**src/rtl/ram_arbiter_2p_pkg.sv**
```systemverilog
// Shared types and constants for the two-requester RAM arbiter.
package ram_arbiter_2p_pkg;

    localparam int AW_DEF       = 4;
    localparam int DW_DEF       = 8;
    localparam int MAX_LOCK_DEF = 4;

    localparam logic REQ_A = 1'b0;
    localparam logic REQ_B = 1'b1;

    typedef enum logic [1:0] {
        IDLE   = 2'd0,
        LOCK_A = 2'd1,
        LOCK_B = 2'd2
    } arb_state_t;

    // One-hot grant vector for a single requester id (bit 0 = A, bit 1 = B).
    function automatic logic [1:0] id_onehot(input logic id);
        return (id == REQ_B) ? 2'b10 : 2'b01;
    endfunction

endpackage

```
**src/rtl/ram_arbiter_2p_rr_pick2.sv**
```systemverilog
// Two-way round-robin picker: the requester that did not win last time
// takes a conflict; a lone requester always wins.
module rr_pick2
    import ram_arbiter_2p_pkg::*;
(
    input  logic [1:0] i_req,
    input  logic       i_last,
    output logic [1:0] o_gnt
);

    always_comb begin
        o_gnt = 2'b00;
        unique case (i_req)
            2'b01:   o_gnt = 2'b01;
            2'b10:   o_gnt = 2'b10;
            2'b11:   o_gnt = id_onehot(~i_last);
            default: o_gnt = 2'b00;
        endcase
    end

endmodule

```
**src/rtl/ram_arbiter_2p.sv**
```systemverilog
// Round-robin arbiter with bounded lock sharing one async-read,
// sync-write single-port RAM between two clients.
module ram_arbiter_2p
    import ram_arbiter_2p_pkg::*;
#(
    parameter int AW       = AW_DEF,
    parameter int DW       = DW_DEF,
    parameter int MAX_LOCK = MAX_LOCK_DEF
) (
    input  logic          clk,
    input  logic          rst,

    input  logic          a_req,
    input  logic          a_we,
    input  logic          a_lock,
    input  logic [AW-1:0] a_addr,
    input  logic [DW-1:0] a_wdata,
    output logic          a_gnt,
    output logic [DW-1:0] a_rdata,
    output logic          a_rvalid,

    input  logic          b_req,
    input  logic          b_we,
    input  logic          b_lock,
    input  logic [AW-1:0] b_addr,
    input  logic [DW-1:0] b_wdata,
    output logic          b_gnt,
    output logic [DW-1:0] b_rdata,
    output logic          b_rvalid,

    output logic [AW-1:0] ram_add,
    output logic [DW-1:0] ram_din,
    output logic          ram_wr_en,
    input  logic [DW-1:0] ram_dout
);

    localparam int CW = $clog2(MAX_LOCK + 1);

    arb_state_t    r_state;
    logic [CW-1:0] r_lock_cnt;
    logic          r_last;
    logic [DW-1:0] r_a_rdata;
    logic [DW-1:0] r_b_rdata;
    logic          r_a_rvalid;
    logic          r_b_rvalid;

    logic [1:0]    w_rr_gnt;
    logic [1:0]    w_gnt;
    logic          w_any;
    logic          w_win;
    logic          w_win_we;
    logic          w_win_lock;
    logic          w_own_lock;
    logic [CW-1:0] w_cnt_inc;

    rr_pick2 u_pick (
        .i_req  ({b_req, a_req}),
        .i_last (r_last),
        .o_gnt  (w_rr_gnt)
    );

    // Grant is forced low while reset is held so nothing reaches the RAM.
    always_comb begin
        w_gnt = 2'b00;
        if (!rst) begin
            unique case (r_state)
                LOCK_A:  w_gnt = a_req ? 2'b01 : {b_req, 1'b0};
                LOCK_B:  w_gnt = b_req ? 2'b10 : {1'b0, a_req};
                default: w_gnt = w_rr_gnt;
            endcase
        end
    end

    assign w_any      = |w_gnt;
    assign w_win      = w_gnt[1];
    assign w_win_we   = (w_win == REQ_B) ? b_we   : a_we;
    assign w_win_lock = (w_win == REQ_B) ? b_lock : a_lock;
    assign w_own_lock = ((w_win == REQ_A) && (r_state == LOCK_A)) ||
                        ((w_win == REQ_B) && (r_state == LOCK_B));
    assign w_cnt_inc  = r_lock_cnt + CW'(1);

    assign a_gnt = w_gnt[0];
    assign b_gnt = w_gnt[1];

    always_comb begin
        ram_add   = '0;
        ram_din   = '0;
        ram_wr_en = 1'b0;
        if (w_any) begin
            ram_add   = (w_win == REQ_B) ? b_addr  : a_addr;
            ram_din   = (w_win == REQ_B) ? b_wdata : a_wdata;
            ram_wr_en = w_win_we;
        end
    end

    always_ff @(posedge clk or posedge rst) begin
        if (rst) begin
            r_state    <= IDLE;
            r_lock_cnt <= '0;
            r_last     <= REQ_B;
            r_a_rdata  <= '0;
            r_b_rdata  <= '0;
            r_a_rvalid <= 1'b0;
            r_b_rvalid <= 1'b0;
        end else begin
            r_a_rvalid <= w_gnt[0] & ~a_we;
            r_b_rvalid <= w_gnt[1] & ~b_we;
            if (w_gnt[0] && !a_we) begin
                r_a_rdata <= ram_dout;
            end
            if (w_gnt[1] && !b_we) begin
                r_b_rdata <= ram_dout;
            end
            if (w_any) begin
                r_last <= w_win;
            end

            if (!w_any || !w_win_lock) begin
                r_state    <= IDLE;
                r_lock_cnt <= '0;
            end else if (w_own_lock) begin
                // Hitting the bound hands priority to the other side.
                if (w_cnt_inc == CW'(MAX_LOCK)) begin
                    r_state    <= IDLE;
                    r_lock_cnt <= '0;
                end else begin
                    r_lock_cnt <= w_cnt_inc;
                end
            end else if (MAX_LOCK == 1) begin
                r_state    <= IDLE;
                r_lock_cnt <= '0;
            end else begin
                r_state    <= (w_win == REQ_B) ? LOCK_B : LOCK_A;
                r_lock_cnt <= CW'(1);
            end
        end
    end

    assign a_rdata  = r_a_rdata;
    assign b_rdata  = r_b_rdata;
    assign a_rvalid = r_a_rvalid;
    assign b_rvalid = r_b_rvalid;

endmodule

```
**config.mk**
```make
export PLATFORM = sky130hd
export DESIGN_NAME = ram_arbiter_2p
export DESIGN_NICKNAME = d
export VERILOG_FILES = /design/src/rtl/ram_arbiter_2p_pkg.sv /design/src/rtl/ram_arbiter_2p_rr_pick2.sv /design/src/rtl/ram_arbiter_2p.sv
export SDC_FILE = /design/constraint.sdc
export NUM_CORES = 1
export LEC_CHECK = 0
export ABC_AREA = 1
export CAP_MARGIN = 15
export CORE_UTILIZATION = 37
export CTS_BUF_LIST = sky130_fd_sc_hd__clkbuf_8
export CTS_CLUSTER_DIAMETER = 30
export DETAILED_ROUTE_END_ITERATION = 10
export PLACE_DENSITY = 0.78
export SLEW_MARGIN = 30
export SYNTH_ARGS = -nofsm -noshare
export SYNTH_HDL_FRONTEND = slang
export SYNTH_HIERARCHICAL = 1
export SYNTH_SLANG_ARGS = --single-unit
```
**constraint.sdc**
```tcl
create_clock -name clk -period 1.8 [get_ports clk]
set_input_delay 0.18 -clock clk [delete_from_list [all_inputs] [get_ports clk]]
set_output_delay 0.18 -clock clk [all_outputs]
set_load 0.1 [all_outputs]
```
# Word level (Yosys, flattened, before mapping)
# Index checks and enable logic that the tools add are counted.
[totals] regBits=24 elab_cells=51
[op_classes] add_sub_neg=1 n_bitwise=5 n_reduce_logical=11 eq_ne=7 mux=20
[op_table] cell="$mux 2" count=8
[op_table] cell="$mux 8" count=2
[op_table] cell="$mux 3" count=3
[op_table] cell="$mux 4" count=2
[op_table] cell="$eq 2x2->1 const B" count=3
[op_table] cell="$pmux 2 s3" count=1
[op_table] cell="$eq 2x1->1 const B" count=2
[op_table] cell="$logic_and 1x1->1" count=4
[op_table] cell="$logic_not 1->1" count=4
[op_table] cell="$pmux 2 s2" count=1
[op_table] cell="$add 3x1->3 const B" count=1
[op_table] cell="$eq 3x3->1 const B" count=1
[op_table] cell="$mux 1" count=3
[op_table] cell="$ne 3x1->1 const B" count=1
[op_table] cell="$not 1->1" count=3
[op_table] cell="$and 1x1->1" count=2
[op_table] cell="$logic_or 1x1->1" count=2
[op_table] cell="$reduce_or 2->1" count=1

# Longest topological paths before layout
[logic_depth] word_depth=9 depth_mapped=12 ltp_nobuf=11

# Cells and area by module
# Netlist, hierarchy kept.
[modules_own_cells] mod="ram_arbiter_2p" cells_each=177 area_each_um2=1427.6 instances=1
[modules_own_cells] mod="rr_pick2" cells_each=5 area_each_um2=21.3 instances=1

# Worst setup path after synthesis
# OpenSTA, ideal clock, no wires.
[synth_path] kind="register to output" startpoint="register r_state[0]" endpoint="output port ram_add[2]" stages_incl_launch_ff=11 slack_ps=-1380 required_time_ps=1620 t_arrival_ps=3000 path_cell_list="dfrtp_1 -> inv_1 -> ha_1 -> inv_2 -> nor2_1 -> nor2_2 -> nand2_2 -> inv_1 -> buf_2 -> o21ai_0 -> nor2_1"
[synth_between] elab_chain_len=5 elab_cells_between_ends=7 classes_between="eq/ne: 2; mux: 4; reduce/logical: 1"
[synth_lines] item="from (decl)" line_no="ram_arbiter_2p.sv:39" source="arb_state_t r_state;"
[synth_lines] item="from (signal assigned)" line_no="ram_arbiter_2p.sv:133" source="r_state <= (w_win == REQ_B) ? LOCK_B : LOCK_A;"
[synth_lines] item="$eq 2x2->1 / $eq 2x1->1 (equally long branches)" line_no="ram_arbiter_2p.sv:66" source="unique case (r_state)"
[synth_lines] item="$pmux 2 s2 (*)" line_no="ram_arbiter_2p.sv:66"
[synth_lines] item="$mux 2 (*)" line_no="ram_arbiter_2p.sv:65" source="if (!rst) begin"
[synth_lines] item="named net b_gnt" line_no="ram_arbiter_2p.sv:27" source="output logic b_gnt,"
[synth_lines] item="$mux 4 / $reduce_or 2->1 (equally long branches)" line_no="ram_arbiter_2p.sv:90, ram_arbiter_2p.sv:74"
[synth_lines] item="$mux 4 (*)" line_no="ram_arbiter_2p.sv:89" source="if (w_any) begin"
[synth_lines] item="to (decl)" line_no="ram_arbiter_2p.sv:31" source="output logic [AW-1:0] ram_add,"
# Mark *: on every way through the listed nets, which the timed path passes. The rest lies on a longest branch.

# Worst setup path after layout
[layout_path] startpoint="register r_state[0]" endpoint="output port ram_din[5]"
[layout_between] elab_chain_len=5 elab_cells_between_ends=7 classes_between="eq/ne: 2; mux: 4; reduce/logical: 1"
[layout_lines] item="$eq 2x2->1 / $eq 2x1->1 (equally long branches)" line_no="ram_arbiter_2p.sv:66"
[layout_lines] item="$pmux 2 s2 (*)" line_no="ram_arbiter_2p.sv:66"
[layout_lines] item="$mux 2 (*)" line_no="ram_arbiter_2p.sv:65"
[layout_lines] item="$mux 8 / $reduce_or 2->1 (equally long branches)" line_no="ram_arbiter_2p.sv:91, ram_arbiter_2p.sv:74"
[layout_lines] item="$mux 8 (*)" line_no="ram_arbiter_2p.sv:89"
[layout_lines] item="to (decl)" line_no="ram_arbiter_2p.sv:32" source="output logic [DW-1:0] ram_din,"
# Mark *: on every way between the ends. The rest lies on a longest branch, timed or not.

==> impl_metrics.env <==
export IMPL_grt_use_met1=0.2809
export IMPL_yosys_warnings=6
export IMPL_yosys_area_top_type_share=0.3972
export IMPL_synth_seq_area_share=0.4154
export IMPL_start_util=0.3899
export IMPL_hold_class="primary input to async pin"
export IMPL_fin_cells=327
export IMPL_cts_buffers=3
export IMPL_cts_sinks=24
export IMPL_diodes=0
export IMPL_clk_pin_slew_worst_paths_ns=0.09
export IMPL_netlist_top_cells_area="dfrtp_1 40%, o21ai_2 9.7%, nor2_1 8.3%"
export IMPL_tightest_slew_ns=0.3361
export IMPL_finalSetupViolCount=36
export IMPL_place_ws_ns=-0.2131
export IMPL_via_per_inst=5.052
export IMPL_fin_ws_ns=-0.5075
export IMPL_avgSynthCellArea_um2=7.961
export IMPL_dr_pass1_iters=4
export IMPL_ys_ff_latch=24
export IMPL_hold_violations=0
export IMPL_clock_latency_ns=0.26
export IMPL_drt_iter0_markers=59
export IMPL_grt_pass1_vias=1473
export IMPL_area_growth_pct=106.7
export IMPL_crit_fanout=6
export IMPL_dpl_cell_count=308
export IMPL_rsz0062_at_grt="yes"
export IMPL_clockBufferDepth=2
export IMPL_path_class="register to primary output"
export IMPL_drive_above_1_share=0.5448
export IMPL_io_pins=73
export IMPL_vias=1652
export IMPL_final_area_mm2=0.002995
export IMPL_dieArea_mm2=0.004170
export IMPL_nFillCells=202
export IMPL_antenna_found_initial=0
export IMPL_core_area_mm2=0.003716
export IMPL_slew_viol_final=0
export IMPL_dp_hpwl_um=3027
export IMPL_syn_nets=228
export IMPL_post_route_min_period_ns=2.308
export IMPL_violations="negative setup slack"
export IMPL_wl_per_cell_um=16.41
export IMPL_fmax_mhz=433.4
export IMPL_antenna_left=0
export IMPL_met2_usage=0.4013
export IMPL_dieHeight_um=64.58
export IMPL_die_w_um=64.58
export IMPL_met3_usage=0.03169
export IMPL_slew_headroom=0.7752
export IMPL_grt_start_max_net_pins=25
export IMPL_cts_root_buf="clkbuf_8"
export IMPL_overflow=0
export IMPL_place_area_mm2=0.002556
export IMPL_cts_max_level=1
export IMPL_syn_inst=182
export IMPL_grt_first_pass_wirelength_um=7058
export IMPL_placementRows=22
export IMPL_period_share=1.282
export IMPL_synth_area_mm2=0.001449
export IMPL_end_kind="primary output"
export IMPL_clock_skew_ns=0.008239
export IMPL_routed_wl_um=5366
export IMPL_yosysUniqueCellTypes=24
export IMPL_status="finished, violations left"
export IMPL_synth_largest_area_cell="dfrtp_1"
export IMPL_setup_tns_ns=-7.294
export IMPL_grt_use_total=0.2209
export IMPL_start_kind="register"
export IMPL_drc=0
export IMPL_maxCapViolCount=0
export IMPL_cts_tree="built"
export IMPL_fin_nets=326
export IMPL_worst_ep_required_time_ns=1.62
export IMPL_arrival_ns=2.13
export IMPL_gp_congestion=0.7551
export IMPL_r2r_setup_slack_ns=-0.18
export IMPL_io_buffers=72
export IMPL_busiest_layer="met2"
cell families after synthesis:
family	count (synthesis)	synth area share
compound gates	30	0.1502
xor+xnor	1	0.006046
fa+ha+maj	6	0.05181
buf+inv	36	0.1261
flops	24	0.4154
simple gates	85	0.2504
registers in the layout, indices dropped and copies added, names as in the netlist:
| name | count |
|---|---|
| r_lock_cnt | 3 |
| r_last | 1 |
| b_rvalid | 1 |
| a_rdata | 8 |
| r_state | 2 |
| b_rdata | 8 |
| a_rvalid | 1 |
routing by layer:
metal  wire [um]  vias to the layer above
met4         126                        0
li1            -                      759
met5           0                        -
met1        2189                      794
met3         318                       15
met2        2732                       84
per-stage QoR:
stage / hold WS, ns / util
finish: 0.4526 / 0.8061
global route: 0.5118 / 0.8061
CTS: 0.4054 / 0.7724
detailed placement: 0.4694 / 0.6879
global placement: 0.4686 / 0.6879
floorplan: 0.1939 / -
placed cells by master, fill, tap and decap left out, types with 3 or more instances in the layout:
master	Yosys	final
or2_4	0	4
inv_4	0	3
o21ai_4	0	7
nand2_4	0	4
nor2_2	3	3
nor2_1	32	15
clkdlybuf4s50_1	0	39
nand3_1	9	6
inv_2	3	4
o21ai_1	1	3
o21ai_2	16	18
nand2_1	31	12
dfrtp_1	23	23
buf_12	0	19
nand2_2	3	18
nor2_4	0	17
buf_4	1	33
ha_1	6	3
clkbuf_8	0	3
buf_6	4	7
inv_1	25	20
path summary, 6_finish.rpt:
path	from	to	depth (start not counted)
min reg2reg	a_rdata[2]	a_rdata[2]	2
min	rst	b_rdata[3]	3
max	r_state[0]	ram_din[5]	12
max in group asynchronous	rst	r_last	3
max reg2reg	r_state[1]	r_state[1]	12
min in group clk	a_rdata[2]	a_rdata[2]	2
cells in the mapped netlist, drive strengths merged:
cell type / n
a21oi: 1
nor2: 35
o211ai: 1
dfrtp: 23
nand3: 9
nand4: 2
ha: 6
nand2: 34
inv: 28
buf: 8
and2: 1
o21ai: 28
or2: 3
xor2: 1
and3: 1
dfstp: 1
cell type report:
class                   count  area (um^2)  share of cell area
clock inverters             1        30.03             0.01003
well taps                  48        60.06             0.02005
multi-input cells         124         1020              0.3404
flip-flops and latches     24        601.8              0.2009
repair buffers             99         1125              0.3755
clock buffers               3        41.29             0.01378
inverters                  28        117.6             0.03926
what timing repair did:
item	CTS	global route
gates cloned	2	2
hold buffers	0	0
gates resized for setup	34	37
pin swaps	20	11
setup buffers	10	6
endpoints found under the setup margin	16	36
worst max-delay path: stages (launching register included):
cell and delay [ns]:
dfrtp_1 0.40, inv_2 0.09, ha_4 0.21, inv_4 0.08
buf_6 0.11, nor2_4 0.04, nor2_4 0.13, nand2_4 0.08
nand2_4 0.12, buf_12 0.15, o21ai_4 0.08, nor2_4 0.17
buf_12 0.19
Power is not shown: default switching activity piles up to over one toggle a cycle in this logic, so the estimate is an artifact.
